$ cat src/rtl/regfile_wr_arb_if.sv
// Bundle for the regfile write-port arbiter: WB and multicycle write
// requests, decode read addresses, hazard/stall flags and the regfile write port.
interface regfile_wr_arb_if #(
    parameter int DWIDTH = 32,
    parameter int AWIDTH = 5
);
    logic              a_valid;
    logic [AWIDTH-1:0] a_addr;
    logic [DWIDTH-1:0] a_data;
    logic              b_valid;
    logic              b_ready;
    logic [AWIDTH-1:0] b_addr;
    logic [DWIDTH-1:0] b_data;
    logic [AWIDTH-1:0] rd_addr1;
    logic [AWIDTH-1:0] rd_addr2;
    logic              hz_stall;
    logic              stall_req;
    logic              r_wr_en;
    logic [AWIDTH-1:0] r_addr_in;
    logic [DWIDTH-1:0] r_data_in;

    modport master (
        output a_valid, a_addr, a_data, b_valid, b_addr, b_data, rd_addr1, rd_addr2,
        input  b_ready, hz_stall, stall_req, r_wr_en, r_addr_in, r_data_in
    );

    modport slave (
        input  a_valid, a_addr, a_data, b_valid, b_addr, b_data, rd_addr1, rd_addr2,
        output b_ready, hz_stall, stall_req, r_wr_en, r_addr_in, r_data_in
    );
endinterface

$ cat src/rtl/regfile_wr_arb.sv
// Shares the single regfile write port between WB (A, always wins) and a
// buffered multicycle unit (B), with WAW kill, starvation stall and read-hazard flag.
module regfile_wr_arb #(
    parameter int DWIDTH     = 32,
    parameter int AWIDTH     = 5,
    parameter int DEPTH      = 2,
    parameter int STARVE_MAX = 4
) (
    input logic             r_clk,
    input logic             r_rst,
    regfile_wr_arb_if.slave bus
);
    localparam int PW = $clog2(DEPTH);
    localparam int CW = PW + 1;
    localparam int SW = $clog2(STARVE_MAX + 1);

    logic [AWIDTH-1:0] r_buf_addr [DEPTH];
    logic [DWIDTH-1:0] r_buf_data [DEPTH];
    logic [DEPTH-1:0]  r_vld;
    logic [DEPTH-1:0]  r_kill;
    logic [PW-1:0]     r_wptr;
    logic [PW-1:0]     r_rptr;
    logic [CW-1:0]     r_count;
    logic [SW-1:0]     r_starve;
    logic              r_wen;
    logic [AWIDTH-1:0] r_waddr;
    logic [DWIDTH-1:0] r_wdata;

    logic w_b_ready;
    logic w_push;
    logic w_pop;
    logic w_a_live;
    logic w_live;
    logic w_push_kill;
    logic w_hz;

    assign w_b_ready   = (r_count < CW'(DEPTH)) && !r_rst;
    assign w_push      = bus.b_valid && w_b_ready;
    assign w_pop       = !bus.a_valid && (r_count != '0);
    assign w_a_live    = bus.a_valid && (bus.a_addr != '0);
    assign w_live      = |(r_vld & ~r_kill);
    // $zero writes and B writes overtaken by a same-edge A write enter already killed
    assign w_push_kill = (bus.b_addr == '0) || (w_a_live && (bus.b_addr == bus.a_addr));

    always_ff @(posedge r_clk) begin
        if (w_push) begin
            r_buf_addr[r_wptr] <= bus.b_addr;
            r_buf_data[r_wptr] <= bus.b_data;
        end
    end

    always_ff @(posedge r_clk) begin
        if (r_rst) begin
            r_vld    <= '0;
            r_kill   <= '0;
            r_wptr   <= '0;
            r_rptr   <= '0;
            r_count  <= '0;
            r_starve <= '0;
            r_wen    <= 1'b0;
            r_waddr  <= '0;
            r_wdata  <= '0;
        end else begin
            if (w_a_live) begin
                for (int unsigned i = 0; i < DEPTH; i++) begin
                    if (r_vld[PW'(i)] && (r_buf_addr[PW'(i)] == bus.a_addr)) begin
                        r_kill[PW'(i)] <= 1'b1;
                    end
                end
            end
            if (w_pop) begin
                r_vld[r_rptr] <= 1'b0;
                r_rptr        <= r_rptr + 1'b1;
            end
            if (w_push) begin
                r_vld[r_wptr]  <= 1'b1;
                r_kill[r_wptr] <= w_push_kill;
                r_wptr         <= r_wptr + 1'b1;
            end
            r_count <= r_count + CW'(w_push) - CW'(w_pop);

            if (bus.a_valid) begin
                r_wen   <= (bus.a_addr != '0);
                r_waddr <= bus.a_addr;
                r_wdata <= bus.a_data;
            end else if (w_pop) begin
                r_wen   <= !r_kill[r_rptr];
                r_waddr <= r_buf_addr[r_rptr];
                r_wdata <= r_buf_data[r_rptr];
            end else begin
                r_wen <= 1'b0;
            end

            if (bus.a_valid && w_live) begin
                if (r_starve < SW'(STARVE_MAX)) begin
                    r_starve <= r_starve + 1'b1;
                end
            end else if (w_pop || (r_count == '0)) begin
                r_starve <= '0;
            end
        end
    end

    // A pending write (buffered or on the port this cycle) makes the regfile read stale
    always_comb begin
        w_hz = 1'b0;
        for (int unsigned i = 0; i < DEPTH; i++) begin
            if (r_vld[PW'(i)] && !r_kill[PW'(i)]) begin
                if (((bus.rd_addr1 != '0) && (bus.rd_addr1 == r_buf_addr[PW'(i)])) ||
                    ((bus.rd_addr2 != '0) && (bus.rd_addr2 == r_buf_addr[PW'(i)]))) begin
                    w_hz = 1'b1;
                end
            end
        end
        if (r_wen && (((bus.rd_addr1 != '0) && (bus.rd_addr1 == r_waddr)) ||
                      ((bus.rd_addr2 != '0) && (bus.rd_addr2 == r_waddr)))) begin
            w_hz = 1'b1;
        end
    end

    assign bus.b_ready   = w_b_ready;
    assign bus.hz_stall  = w_hz && !r_rst;
    assign bus.stall_req = (r_starve >= SW'(STARVE_MAX)) && !r_rst;
    assign bus.r_wr_en   = r_wen;
    assign bus.r_addr_in = r_waddr;
    assign bus.r_data_in = r_wdata;
endmodule
$ cat src/flat_wrapper.sv
// flat-port wrapper written by rule: the top's interface ports become plain ports
module regfile_wr_arb_flat 
#(
    parameter int DWIDTH     = 32,
    parameter int AWIDTH     = 5,
    parameter int DEPTH      = 2,
    parameter int STARVE_MAX = 4
)
  (r_clk, r_rst, bus_a_valid, bus_a_addr, bus_a_data, bus_b_valid, bus_b_addr, bus_b_data, bus_rd_addr1, bus_rd_addr2, bus_b_ready, bus_hz_stall, bus_stall_req, bus_r_wr_en, bus_r_addr_in, bus_r_data_in);
  regfile_wr_arb_if #(.DWIDTH(DWIDTH), .AWIDTH(AWIDTH)) bus_i ();
  input logic r_clk;
  input logic r_rst;
  input wire logic [$bits(bus_i.a_valid)-1:0] bus_a_valid;
  input wire logic [$bits(bus_i.a_addr)-1:0] bus_a_addr;
  input wire logic [$bits(bus_i.a_data)-1:0] bus_a_data;
  input wire logic [$bits(bus_i.b_valid)-1:0] bus_b_valid;
  input wire logic [$bits(bus_i.b_addr)-1:0] bus_b_addr;
  input wire logic [$bits(bus_i.b_data)-1:0] bus_b_data;
  input wire logic [$bits(bus_i.rd_addr1)-1:0] bus_rd_addr1;
  input wire logic [$bits(bus_i.rd_addr2)-1:0] bus_rd_addr2;
  output wire logic [$bits(bus_i.b_ready)-1:0] bus_b_ready;
  output wire logic [$bits(bus_i.hz_stall)-1:0] bus_hz_stall;
  output wire logic [$bits(bus_i.stall_req)-1:0] bus_stall_req;
  output wire logic [$bits(bus_i.r_wr_en)-1:0] bus_r_wr_en;
  output wire logic [$bits(bus_i.r_addr_in)-1:0] bus_r_addr_in;
  output wire logic [$bits(bus_i.r_data_in)-1:0] bus_r_data_in;
  assign bus_i.a_valid = bus_a_valid;
  assign bus_i.a_addr = bus_a_addr;
  assign bus_i.a_data = bus_a_data;
  assign bus_i.b_valid = bus_b_valid;
  assign bus_i.b_addr = bus_b_addr;
  assign bus_i.b_data = bus_b_data;
  assign bus_i.rd_addr1 = bus_rd_addr1;
  assign bus_i.rd_addr2 = bus_rd_addr2;
  assign bus_b_ready = bus_i.b_ready;
  assign bus_hz_stall = bus_i.hz_stall;
  assign bus_stall_req = bus_i.stall_req;
  assign bus_r_wr_en = bus_i.r_wr_en;
  assign bus_r_addr_in = bus_i.r_addr_in;
  assign bus_r_data_in = bus_i.r_data_in;
  regfile_wr_arb #(.DWIDTH(DWIDTH), .AWIDTH(AWIDTH), .DEPTH(DEPTH), .STARVE_MAX(STARVE_MAX)) u_core (.r_clk(r_clk), .r_rst(r_rst), .bus(bus_i));
endmodule
$ cat config.mk
export PLATFORM = sky130hd
export DESIGN_NAME = regfile_wr_arb_flat
export DESIGN_NICKNAME = d
export VERILOG_FILES = /design/src/rtl/regfile_wr_arb_if.sv /design/src/rtl/regfile_wr_arb.sv /design/src/flat_wrapper.sv
export SDC_FILE = /design/constraint.sdc
export NUM_CORES = 1
export LEC_CHECK = 0
export ABC_CLOCK_PERIOD_IN_PS = 2700
export CAP_MARGIN = 20
export CORE_ASPECT_RATIO = 1.75
export CORE_UTILIZATION = 51
export CTS_BUF_LIST = sky130_fd_sc_hd__clkbuf_8
export CTS_CLUSTER_SIZE = 28
export DETAILED_ROUTE_END_ITERATION = 12
export GPL_TIMING_DRIVEN = 0
export PLACE_DENSITY = 0.82
export SLEW_MARGIN = 30
export SYNTH_ARGS = -nofsm -noshare
export SYNTH_HDL_FRONTEND = slang
export SYNTH_SLANG_ARGS = --single-unit
$ cat constraint.sdc
create_clock -name r_clk -period 2.7 [get_ports r_clk]
set_input_delay 0.675 -clock r_clk [delete_from_list [all_inputs] [get_ports r_clk]]
set_output_delay 0.675 -clock r_clk [all_outputs]
set_load 0.05 [all_outputs]
Word level (Yosys, flattened, before mapping)
Memories as Yosys holds them, arrays and structs flattened. A register that Yosys moved wholly into a read port is not among the register bits.
Index checks and enable logic that the tools add are counted.
{ "word_totals": {"ff_bits": 49, "word_cells": 114, "ram_bits": 74, "memories": 2, "in_bits": 88} }
{ "op_classes": {"eq_ne": 10, "n_mux": 35, "bitwise_logic": 5, "n_addsub": 5, "n_lt_le_gt_ge": 7, "reduce_logical": 41} }
{ "memory_table": {"columns": ["name", "words", "word_bits", "read_ports", "rd_clocked_by_memory_dff", "write_ports", "line", "source"], "rows": [
  ["u_core.r_buf_data", 2, 32, 1, 1, 1, "regfile_wr_arb.sv:18", "logic [DWIDTH-1:0] r_buf_data [DEPTH];"],
  ["u_core.r_buf_addr", 2, 5, 3, 1, 1, "regfile_wr_arb.sv:17", "logic [AWIDTH-1:0] r_buf_addr [DEPTH];"]
]} }
{ "op_table": {"columns": ["operator", "n"], "rows": [
  ["two-way mux 32 bit", 2],
  ["== test 5 bit", 9],
  ["logical AND 1 bit", 21],
  ["two-way mux 1 bit", 19],
  ["nonzero test 5 bit", 3],
  ["two-way mux 2 bit", 6],
  ["two-way mux 5 bit", 2],
  ["two-way mux 3 bit", 3],
  ["nonzero test 2 bit", 3],
  ["logical NOT 1 bit", 5],
  ["logical NOT 5 bit", 1],
  ["logical OR 1 bit", 5],
  ["bitwise AND 2 bit", 2],
  ["less-than comparator 1 x 2 -> 1 bit (second input constant)", 2],
  ["inverter 2 bit", 2],
  ["adder 3 x 1 -> 3 bit (second input constant)", 1],
  [">= comparator 3 bit (second input constant)", 1],
  ["less-than comparator 3 bit (second input constant)", 1],
  ["adder 1 bit (second input constant)", 2],
  ["adder 2 x 1 -> 2 bit", 1],
  ["bitwise mux 2 bit", 1],
  ["demux 1 bit (select 1 bit)", 2],
  [">= comparator 1 bit (second input constant)", 2],
  ["logical NOT 2 bit", 1],
  ["6 further kinds", 6]
]} }

Depth between registers and ports, before layout
Gate-level depths: netlist of the first run.
{ "logic_depth": {"depth_word": 10, "mapped_depth": 8, "mapped_depth_nobuf": 7} }

Least setup slack after synthesis of the first run
Ideal clock, no wire load.
{ "synth_timing": {"path_type": "input -> output", "from": "in bus_rd_addr1[3]", "to": "out bus_hz_stall", "n_path_buf": 0, "required_time_ps": 2025, "arrival_time_ps": 2978, "slack_ps": -953, "path_stages": 5, "cell_sequence": "or4_1 nor2_1 nor4_1 a21oi_1 o311ai_0"} }
{ "synth_between": {"elab_chain_len": 9, "word_cells_on_any_way": 17} }
{ "synth_lines": {"columns": ["item", "line", "source"], "rows": [
  ["from (decl)", "flat_wrapper.sv:19", "input wire logic [$bits(bus_i.rd_addr1)-1:0] bus_rd_addr1;"],
  ["== test 5 bit / nonzero test 5 bit (equally long branches)", "regfile_wr_arb.sv:109, regfile_wr_arb.sv:115", null],
  ["logical AND 1 bit", "regfile_wr_arb.sv:109", "if (((bus.rd_addr1 != '0) && (bus.rd_addr1 == r_buf_addr[PW'(i)])) ||"],
  ["logical OR 1 bit", "regfile_wr_arb.sv:109", null],
  ["two-way mux 1 bit", "regfile_wr_arb.sv:109", null],
  ["two-way mux 1 bit", "regfile_wr_arb.sv:108", "if (r_vld[PW'(i)] && !r_kill[PW'(i)]) begin"],
  ["two-way mux 1 bit", "regfile_wr_arb.sv:109", null],
  ["two-way mux 1 bit", "regfile_wr_arb.sv:108", null],
  ["two-way mux 1 bit *", "regfile_wr_arb.sv:115", "if (r_wen && (((bus.rd_addr1 != '0) && (bus.rd_addr1 == r_waddr)) ||"],
  ["logical AND 1 bit *", "regfile_wr_arb.sv:122", "assign bus.hz_stall = w_hz && !r_rst;"],
  ["to (decl)", "flat_wrapper.sv:22", "output wire logic [$bits(bus_i.hz_stall)-1:0] bus_hz_stall;"]
]} }
Mark *: on every way between the ends. The rest lies on a longest branch, timed or not.

Worst setup path in the final report of the first run
{ "layout_timing": {"from": "in bus_rd_addr2[3]", "to": "out bus_hz_stall"} }
{ "layout_between": {"elab_chain_len": 9, "word_cells_on_any_way": 17} }
{ "layout_lines": {"columns": ["item", "line", "source"], "rows": [
  ["from (decl)", "flat_wrapper.sv:20", "input wire logic [$bits(bus_i.rd_addr2)-1:0] bus_rd_addr2;"],
  ["== test 5 bit / nonzero test 5 bit (equally long branches)", "regfile_wr_arb.sv:110, regfile_wr_arb.sv:116", null],
  ["logical AND 1 bit", "regfile_wr_arb.sv:110", "((bus.rd_addr2 != '0) && (bus.rd_addr2 == r_buf_addr[PW'(i)]))) begin"],
  ["logical OR 1 bit", "regfile_wr_arb.sv:109", null],
  ["two-way mux 1 bit", "regfile_wr_arb.sv:109", null],
  ["two-way mux 1 bit", "regfile_wr_arb.sv:108", null],
  ["two-way mux 1 bit", "regfile_wr_arb.sv:109", null],
  ["two-way mux 1 bit", "regfile_wr_arb.sv:108", null],
  ["two-way mux 1 bit *", "regfile_wr_arb.sv:115", null],
  ["logical AND 1 bit *", "regfile_wr_arb.sv:122", null]
]} }
Marked as above.

==> results.toml, run 1 <==
[outcome]
status = "complete, but fails checks"
violations = "setup timing"

[clock_tree]
clock_latency_ns = 0.43
cts_tree = "built"
ctsHtreeMaxLevel = 4
cts_hold_buffers = 0
cts_buffer_depth = 2
root_buffer = "clkbuf_8"
clkSinkCount = 124
cts-buffers-inserted = 17
clk_pin_slew_ns = 0.07

[setup_path]
path_buf_inv = 2
start_kind = "primary input"
worstPathArrival_ns = 2.04
critPathKind = "in -> out"
slowest_stage = "or4_4"
slowest_delay_ns = 0.53
crit_fanout = 4
cp.required_ns = 2.03
path_cells = "buf_2 > or4_4 > nor2_4 > nor3_2 > a21oi_2 > o311ai_1 > buf_4"
cp-end-kind = "output port"
cp_top_family = "simple AND/OR/NAND/NOR gates"

[placement]
portBuffers = 126
gp_congestion = 0.8207
place_hpwl_um = 9491
placed_area_mm2 = 0.006745
pre_cts_ws_ns = -1.026

[detailed_routing]
wire_per_inst_um = 18.06
via_per_inst = 5.586
route.met3.wl_um = 807
remaining_drc_errors = 0
drt_wl_total_um = 13740
wl_met2_um = 7633
drt_pass1_iterations = 5
first_iter_violations = 330
antenna_left = 0
vias = 4251
top_layer = "met4"
drt-met1-wl_um = 4901

[pwr]
power_density_mw_per_mm2 = 805.8
max-vdd-ir-drop_mv = 0.6511
finalPower_w = 0.005864
p_leak_nw = 2.516

[global_routing]
grt_pass1_vias = 4340
antenna_found_initial = 0
grt_overflow = 0
grt.total_usage = 0.2644
grt_start_max_net_pins = 41
grt_first_pass_wirelength_um = 21150

[synthesis]
synth.avg_cell_area_um2 = 11.49
synth_area_leader_cell = "edfxtp_1"
synth_area_mm2 = 0.005318
synth_cell_type_count = 30
yosys_register_bits = 124
synth_area_leaders = "edfxtp_1 (42%), dfxtp_1 (19%), mux2i_1 (7.3%)"
synth_top_area_frac = 0.4179
syn_nets = 554
yosysWarnings = 0
ys_seq_area_frac = 0.6061
synthCells = 463

[cells_and_area]
nFillCells = 744
fin_nets = 712
syn_to_final_growth_pct = 36.85
diodes = 0
layout-drive-gt1-share = 0.1230
fin_area_mm2 = 0.007277

[timing]
drv_slew = 0
relSlewSlack = 0.4037
finalWorstSetupSlack_ns = -0.01323
worst_slew_pin_slew_ns = 0.8926
max_freq_mhz = 368.6
finalClockSkew_ns = 0.01003
finalCritPeriodShare = 1.005
rsz0062_at_grt = "yes"
hold-worst-slack_ns = 0.5022
hold_viol_final = 0
finalSetupViolations = 1
period_minus_slack_ns = 2.713
tns_ns = -0.01323

[min_path]
hp-class = "reg -> reg"

[floorplanning]
core-area_mm2 = 0.01018
row_count = 49
start_util = 0.5225
die_area_mm2 = 0.01086
die_h_um = 137.1
die_w_um = 79.19
ios = 129

[run]
drv_cap = 0
==> placed cells by master, fill, tap and decap left out, drive strengths merged, types with 18 or more instances in the layout <==
cell type	synthesis	routed
xnor2	30	30
xor2	18	18
a211oi	39	39
a21oi	44	44
buf	9	30
edfxtp	74	74
clkdlybuf4s50	0	114
dfxtp	50	50
mux2i	39	39
clkbuf	18	36
nor2	90	90
==> final cells by class <==
class                   instances  area, um2  area share
flip-flops and latches        124       3223      0.4429
multi-input cells             308       2043      0.2808
repair buffers                139       1321      0.1816
clock buffers                  17      234.0     0.03215
clock inverters                15      167.7     0.02304
well taps                     127      158.9     0.02184
plain buffers                  27      110.1     0.01513
inverters                       4      18.77    0.002579
==> timing repair <==
action                                  in CTS  in global routing
pin swaps                                    6                 10
buffers inserted                             0                 13
gates resized for setup                     54                  7
gates cloned                                 0                  0
endpoints found under the setup margin       2                  1
==> sequential cells by signal (all words and copies together), names as in the netlist, named ones only <==
name	cells
u_core.r_count	2
u_core.r_kill	2
u_core.bus.r_addr_in	5
u_core.r_buf_addr	10
u_core.r_rptr	1
u_core.r_wptr	1
u_core.bus.r_data_in	32
u_core.bus.r_wr_en	1
u_core.r_vld	2
u_core.r_starve	3
u_core.r_buf_data	64
==> power breakdown <==
part	total [W]	switching, W	internal, W	leakage [nW]
Clock	0.00161	0.000774	0.000834	0.191
Combinational	0.00194	0.00120	0.000735	1.23
Sequential	0.00232	0.000115	0.00220	1.09
Total	0.00586	0.00209	0.00377	2.52
==> path summary, 6_finish.rpt <==
path | start | to | slack [ns] | cells past startpoint
worst max-delay path | bus_rd_addr2[3] | bus_hz_stall | -0.01 | 7
worst min register to register | u_core.r_wptr | u_core.r_wptr | 0.50 | 2
worst min-delay path | u_core.r_wptr | u_core.r_wptr | 0.50 | 2
worst max register to register | u_core.r_count[1] | u_core.r_kill[0] | 0.49 | 6
==> per-stage QoR <==
step | utilization | cells
floorplan | - | 463
global placement | 0.6628 | 716
detailed placement | 0.6628 | 716
CTS | 0.7040 | 748
global route | 0.7150 | 761
finish | 0.7150 | 761
==> worst min-delay path, delay by kind of cell, from the launching register on <==
family | cells | cell delay [ns]
and+or+nand+nor | 1 | 0.07
AOI/OAI and AO/OA | 1 | 0.06
DFF | 1 | 0.33
==> synthesized netlist by cell type <==
master,number
xnor2_1,30
edfxtp_1,74
o21ai_2,1
nor2_1,90
o311ai_0,1
nor4_1,6
inv_1,4
o31ai_1,1
a31oi_1,1
a22oi_1,2
nor3_1,3
a311oi_1,2
or2_2,2
ha_1,3
nand2_1,5
dfxtp_1,50
xor2_1,18
nand3_1,7
or4_1,3
buf_1,3
and3_1,1
buf_2,6
nand2b_1,3
a21oi_1,44
mux2i_1,39
nor2b_1,3
a211oi_1,39
clkbuf_1,18
o21ai_0,2
nand4_1,2
==> logic make-up (layout without fill, tap and decap cells) <==
kind of cell / count (synthesis) / in the layout / share of synthesized area
compound gates: 93 / 93 / 0.1104
xor+xnor: 48 / 48 / 0.07906
fa+ha+maj: 3 / 3 / 0.007060
buf+inv: 31 / 202 / 0.02329
flops: 124 / 124 / 0.6061
mux: 39 / 39 / 0.07341
simple gates: 125 / 125 / 0.1007
==> routing by layer <==
metal | global-route usage | vias to the layer above
li1 | - | 2006
met1 | 0.2804 | 2031
met2 | 0.4670 | 182
met3 | 0.07133 | 32
met4 | 0.1465 | 0
met5 | 0 | -
Power figures use the tool's default switching activity.
==> run 2: changes to the inputs <==
Settings changed: CORE_ASPECT_RATIO 1.75 to 0.6.
==> run 2 against run 1 <==
Compared with the run above: the flow still finishes with violations (setup timing); clock-buffer cell count increased by 3; final area decreased by 0.88%; core utilization grew 0.74 points; sequential share of layout area increased by 0.39 points; first-iteration DRC count rose by 6.4%; global-route usage hardly changed; critical path depth unchanged; non-clock buffer count is 7 lower; hold slack got worse by 0.022 ns; critical path type unchanged; largest power group unchanged.
==> results.toml, run 2 (synthesized netlist as in run 1, its figures left out) <==
[outcome]
status = "complete, but fails checks"
violations = "setup timing"

[timing]
finalWorstSetupSlack_ns = -0.04690
finalClockSkew_ns = 0.01193
worst_slew_pin_slew_ns = 0.9633
drv_slew = 0
hold-worst-slack_ns = 0.4804
max_freq_mhz = 364.0
period_minus_slack_ns = 2.747
finalCritPeriodShare = 1.017
finalSetupViolations = 1
hold_viol_final = 0
rsz0062_at_grt = "yes"
relSlewSlack = 0.3564

[global_routing]
grt_start_max_net_pins = 41
grt.total_usage = 0.2648
grt_pass1_vias = 4083
grt_overflow = 0
antenna_found_initial = 0
grt_first_pass_wirelength_um = 21050

[cells_and_area]
largest_reg_flops = 64
mostFrequentLayoutCells = "clkdlybuf4s50_1 (114), nor2_1 (87), edfxtp_1 (74), dfxtp_1 (50), a21oi_1 (44)"
largest_register = "u_core.r_buf_data"
final_common_cell = "clkdlybuf4s50_1"
fin_area_mm2 = 0.007213
fin_nets = 705
diodes = 0
syn_to_final_growth_pct = 35.65
layout-drive-gt1-share = 0.1053

[floorplanning]
die_h_um = 81.10
die_area_mm2 = 0.01085
start_util = 0.5326
core-area_mm2 = 0.009985
row_count = 28
ios = 129
die_w_um = 133.8

[setup_path]
critPathKind = "in -> out"
worst_r2r_path_depth = 6
worstPathArrival_ns = 2.07
cp.required_ns = 2.03
start_kind = "primary input"
crit_fanout = 4
cp-end-kind = "output port"

[detailed_routing]
antenna_left = 0
via_per_inst = 5.644
remaining_drc_errors = 0
drt_pass1_iterations = 5
drt_wl_total_um = 14090
first_iter_violations = 351
wire_per_inst_um = 18.49
vias = 4301

[placement]
gp_congestion = 0.9296
pre_cts_ws_ns = -1.103
placed_area_mm2 = 0.006755
portBuffers = 126
place_hpwl_um = 9630

[clock_tree]
clk_pin_slew_ns = 0.07
cts_tree = "built"
ctsHtreeMaxLevel = 4
cts-buffers-inserted = 17
cts_hold_buffers = 0
clock_latency_ns = 0.44
root_buffer = "clkbuf_8"
cts_buffer_depth = 2
clkSinkCount = 124

[pwr]
power_density_mw_per_mm2 = 803.6
p_leak_nw = 2.498
max-vdd-ir-drop_mv = 0.5102

[min_path]
hold_depth = 2
hp-class = "reg -> reg"

[run]
drv_cap = 0
run 2: cell types whose count changed in the layout (fill, tap and decap cells not counted), moves of 2 or more:
cell / previous run / this run
buf_2: 12 / 10
buf_4: 14 / 7
clkbuf_8: 17 / 20
clkinv_2: 1 / 4
clkinv_4: 5 / 2
clkinvlp_4: 5 / 3
inv_1: 3 / 5
run 2: path summary, 6_finish.rpt:
kind / startpoint / to / slack (ns)
max: bus_rd_addr2[1] / bus_hz_stall / -0.05
min reg2reg: u_core.r_wptr / u_core.r_wptr / 0.48
min: u_core.r_wptr / u_core.r_wptr / 0.48
max reg2reg: u_core.r_count[1] / u_core.r_kill[0] / 0.41
run 2: what timing repair did:
item	4_1_cts	5_1_grt
pin swaps	5	8
buffers inserted	0	5
resized for setup	37	25
endpoints found under the setup margin	2	1
run 2: layout make-up:
cell class	count	area, um2
Clock inverter	12	98.84
Sequential cell	124	3223
Tap cell	135	168.9
Clock buffer	20	275.3
Multi-Input combinational cell	308	2023
Timing Repair Buffer	132	1295
Inverter	4	18.77
Buffer	27	110.1
Fill cell	725	2771
run 2: worst max-delay path, cell delays in order:
cell and delay, ns:
dlygate4sd2_1 0.37, xnor2_1 0.17, nand3_1 0.14, nor4_2 0.31, o21ai_1 0.11, o311ai_2 0.09, buf_6 0.20
run 2: power breakdown:
group | leakage (nW) | internal, W | total (W) | switching, W
Clock | 0.197 | 0.000792 | 0.00154 | 0.000744
Combinational | 1.21 | 0.000727 | 0.00193 | 0.00120
Sequential | 1.09 | 0.00220 | 0.00233 | 0.000126
run 2: metal layers:
metal	vias to the layer above	share of wire	GRT usage
met5	-	0	0
li1	1982	-	-
met1	2088	0.46	0.3667
met3	12	0.097	0.08240
met4	0	0.0064	0.07386
met2	219	0.44	0.4026
run 2: metrics by stage:
stage               setup TNS [ns]    util  power [W]  std cells
global placement            -1.547  0.6766   0.004196        724
CTS                        -0.1636  0.7149   0.005776        756
floorplan                  -0.3579       -   0.003622        463
finish                    -0.04690  0.7224   0.005797        762
global route               -0.1824  0.7224   0.006054        762
detailed placement          -3.146  0.6766   0.004251        724
==> run 3: changes to the inputs <==
Settings changed: GPL_TIMING_DRIVEN 0 to default.
==> run 3 against run 2 <==
Compared with the run above: clock skew shrank 0.00076 ns; total power shrank 2.9%; the run now ends clean; critical endpoint unchanged; clock power shrank 8%.
==> results.toml, run 3 (synthesized netlist as in run 1, its figures left out) <==
[placement]
portBuffers = 128
placed_area_mm2 = 0.006838
gp_congestion = 0.8805
place_hpwl_um = 8918

[cells_and_area]
final_common_cell = "clkdlybuf4s50_1"
layout-drive-gt1-share = 0.1343
syn_to_final_growth_pct = 36.31
largest_register = "u_core.r_buf_data"
nFillCells = 728
fin_nets = 696
fin_area_mm2 = 0.007248
diodes = 0
largest_reg_flops = 64
mostFrequentLayoutCells = "clkdlybuf4s50_1 (113), nor2_1 (87), edfxtp_1 (74), dfxtp_1 (49), a21oi_1 (43)"

[timing]
hold_viol_final = 0
rsz0062_at_grt = "yes"
finalCritPeriodShare = 0.9995
period_minus_slack_ns = 2.699
hold-worst-slack_ns = 0.4783
worst_slew_pin_slew_ns = 0.6962
finalClockSkew_ns = 0.01116
relSlewSlack = 0.5359
finalSetupViolations = 0
drv_slew = 0
max_freq_mhz = 370.5

[detailed_routing]
drt_pass1_iterations = 5
first_iter_violations = 275
via_per_inst = 5.421
drt_wl_total_um = 13170
wire_per_inst_um = 17.49
vias = 4082
remaining_drc_errors = 0
antenna_left = 0

[pwr]
p_clk_frac = 0.252
swShare = 0.3524
internal-power_w = 0.003645
power_frac_comb = 0.329
max-vdd-ir-drop_mv = 0.5799
power_density_mw_per_mm2 = 776.5
pwr-share-seq = 0.419
p_leak_nw = 2.506
switching_power_w = 0.001983

[setup_path]
worstPathArrival_ns = 2.02
crit_fanout = 3
start_kind = "primary input"
cp-end-kind = "output port"
cp.required_ns = 2.03
critPathKind = "in -> out"

[global_routing]
antenna_found_initial = 1
grt.total_usage = 0.2526
grt_first_pass_wirelength_um = 20400
grt_start_max_net_pins = 59
grt_pass1_vias = 4103
grt_overflow = 0

[floorplanning]
die_h_um = 81.10
die_w_um = 133.8
start_util = 0.5326
ios = 129
die_area_mm2 = 0.01085
row_count = 28
core-area_mm2 = 0.009985

[min_path]
hp-class = "reg -> reg"

[clock_tree]
clkSinkCount = 124
ctsHtreeMaxLevel = 4
clk_pin_slew_ns = 0.07
cts_hold_buffers = 0
root_buffer = "clkbuf_8"
clock_latency_ns = 0.42
cts-buffers-inserted = 17
cts_buffer_depth = 2
cts_tree = "built"

[run]
drv_cap = 0

[outcome]
status = "completed"
-- run 3: path summary, 6_finish.rpt --
path                                        start                  endpoint  slack (ns)  cells after the start
worst max-delay path              bus_rd_addr2[3]              bus_hz_stall       0.001                      7
worst min-delay path                u_core.r_wptr             u_core.r_wptr        0.48                      2
worst max register to register  u_core.r_count[1]  u_core.bus.r_data_in[22]        0.59                      6
worst min register to register      u_core.r_wptr             u_core.r_wptr        0.48                      2
-- run 3: worst max-delay path, cell delays in order --
cell	delay [ns]
buf_6	0.09
or4_4	0.54
nor2_4	0.16
nor4_2	0.07
o21ai_1	0.15
o311ai_2	0.14
buf_6	0.18
-- run 3: stage by stage --
step	instances	utilization	TNS, ns	total power (W)	setup slack, ns
global route	753	0.7259	-0.05479	0.005909	-0.05479
global placement	719	0.6848	-0.3569	0.004158	-0.3569
detailed placement	719	0.6848	-0.4161	0.004224	-0.4161
floorplan	463	-	-0.3579	0.003622	-0.3579
CTS	751	0.7237	-0.0005296	0.005652	-0.0005296
finish	753	0.7259	0	0.005629	0.001215
-- run 3: area by class of cell --
class,count,area (um2),area share
clock inverters,15,107.6,0.01485
inverters,4,18.77,0.002589
multi-input cells,308,2049,0.2828
clock buffers,17,234.0,0.03228
well taps,135,168.9,0.02330
repair buffers,150,1445,0.1994
flip-flops and latches,124,3224,0.4448
-- run 3: power groups by stage --
stage	combinational (W)	sequential, W	clock [W]
3_5_place_dp	0.00183	0.00239	0
6_report	0.00185	0.00236	0.00142
3_3_place_gp	0.00178	0.00238	0
5_1_grt	0.00201	0.00237	0.00153
4_1_cts	0.00185	0.00235	0.00145
2_1_floorplan	0.000973	0.00265	0
-- run 3: layer usage --
metal / up-vias / GRT usage / wire length (um)
met5: - / 0 / 13
met4: 2 / 0.07386 / 94
met3: 12 / 0.1017 / 1397
met2: 166 / 0.3876 / 5834
met1: 1930 / 0.3312 / 5833
li1: 1972 / - / -
-- run 3: timing repair --
action                     4_1_cts  5_1_grt
pin swaps                       11        9
setup buffers                    0        2
setup endpoints to repair        1        1
gates resized for setup         54        3
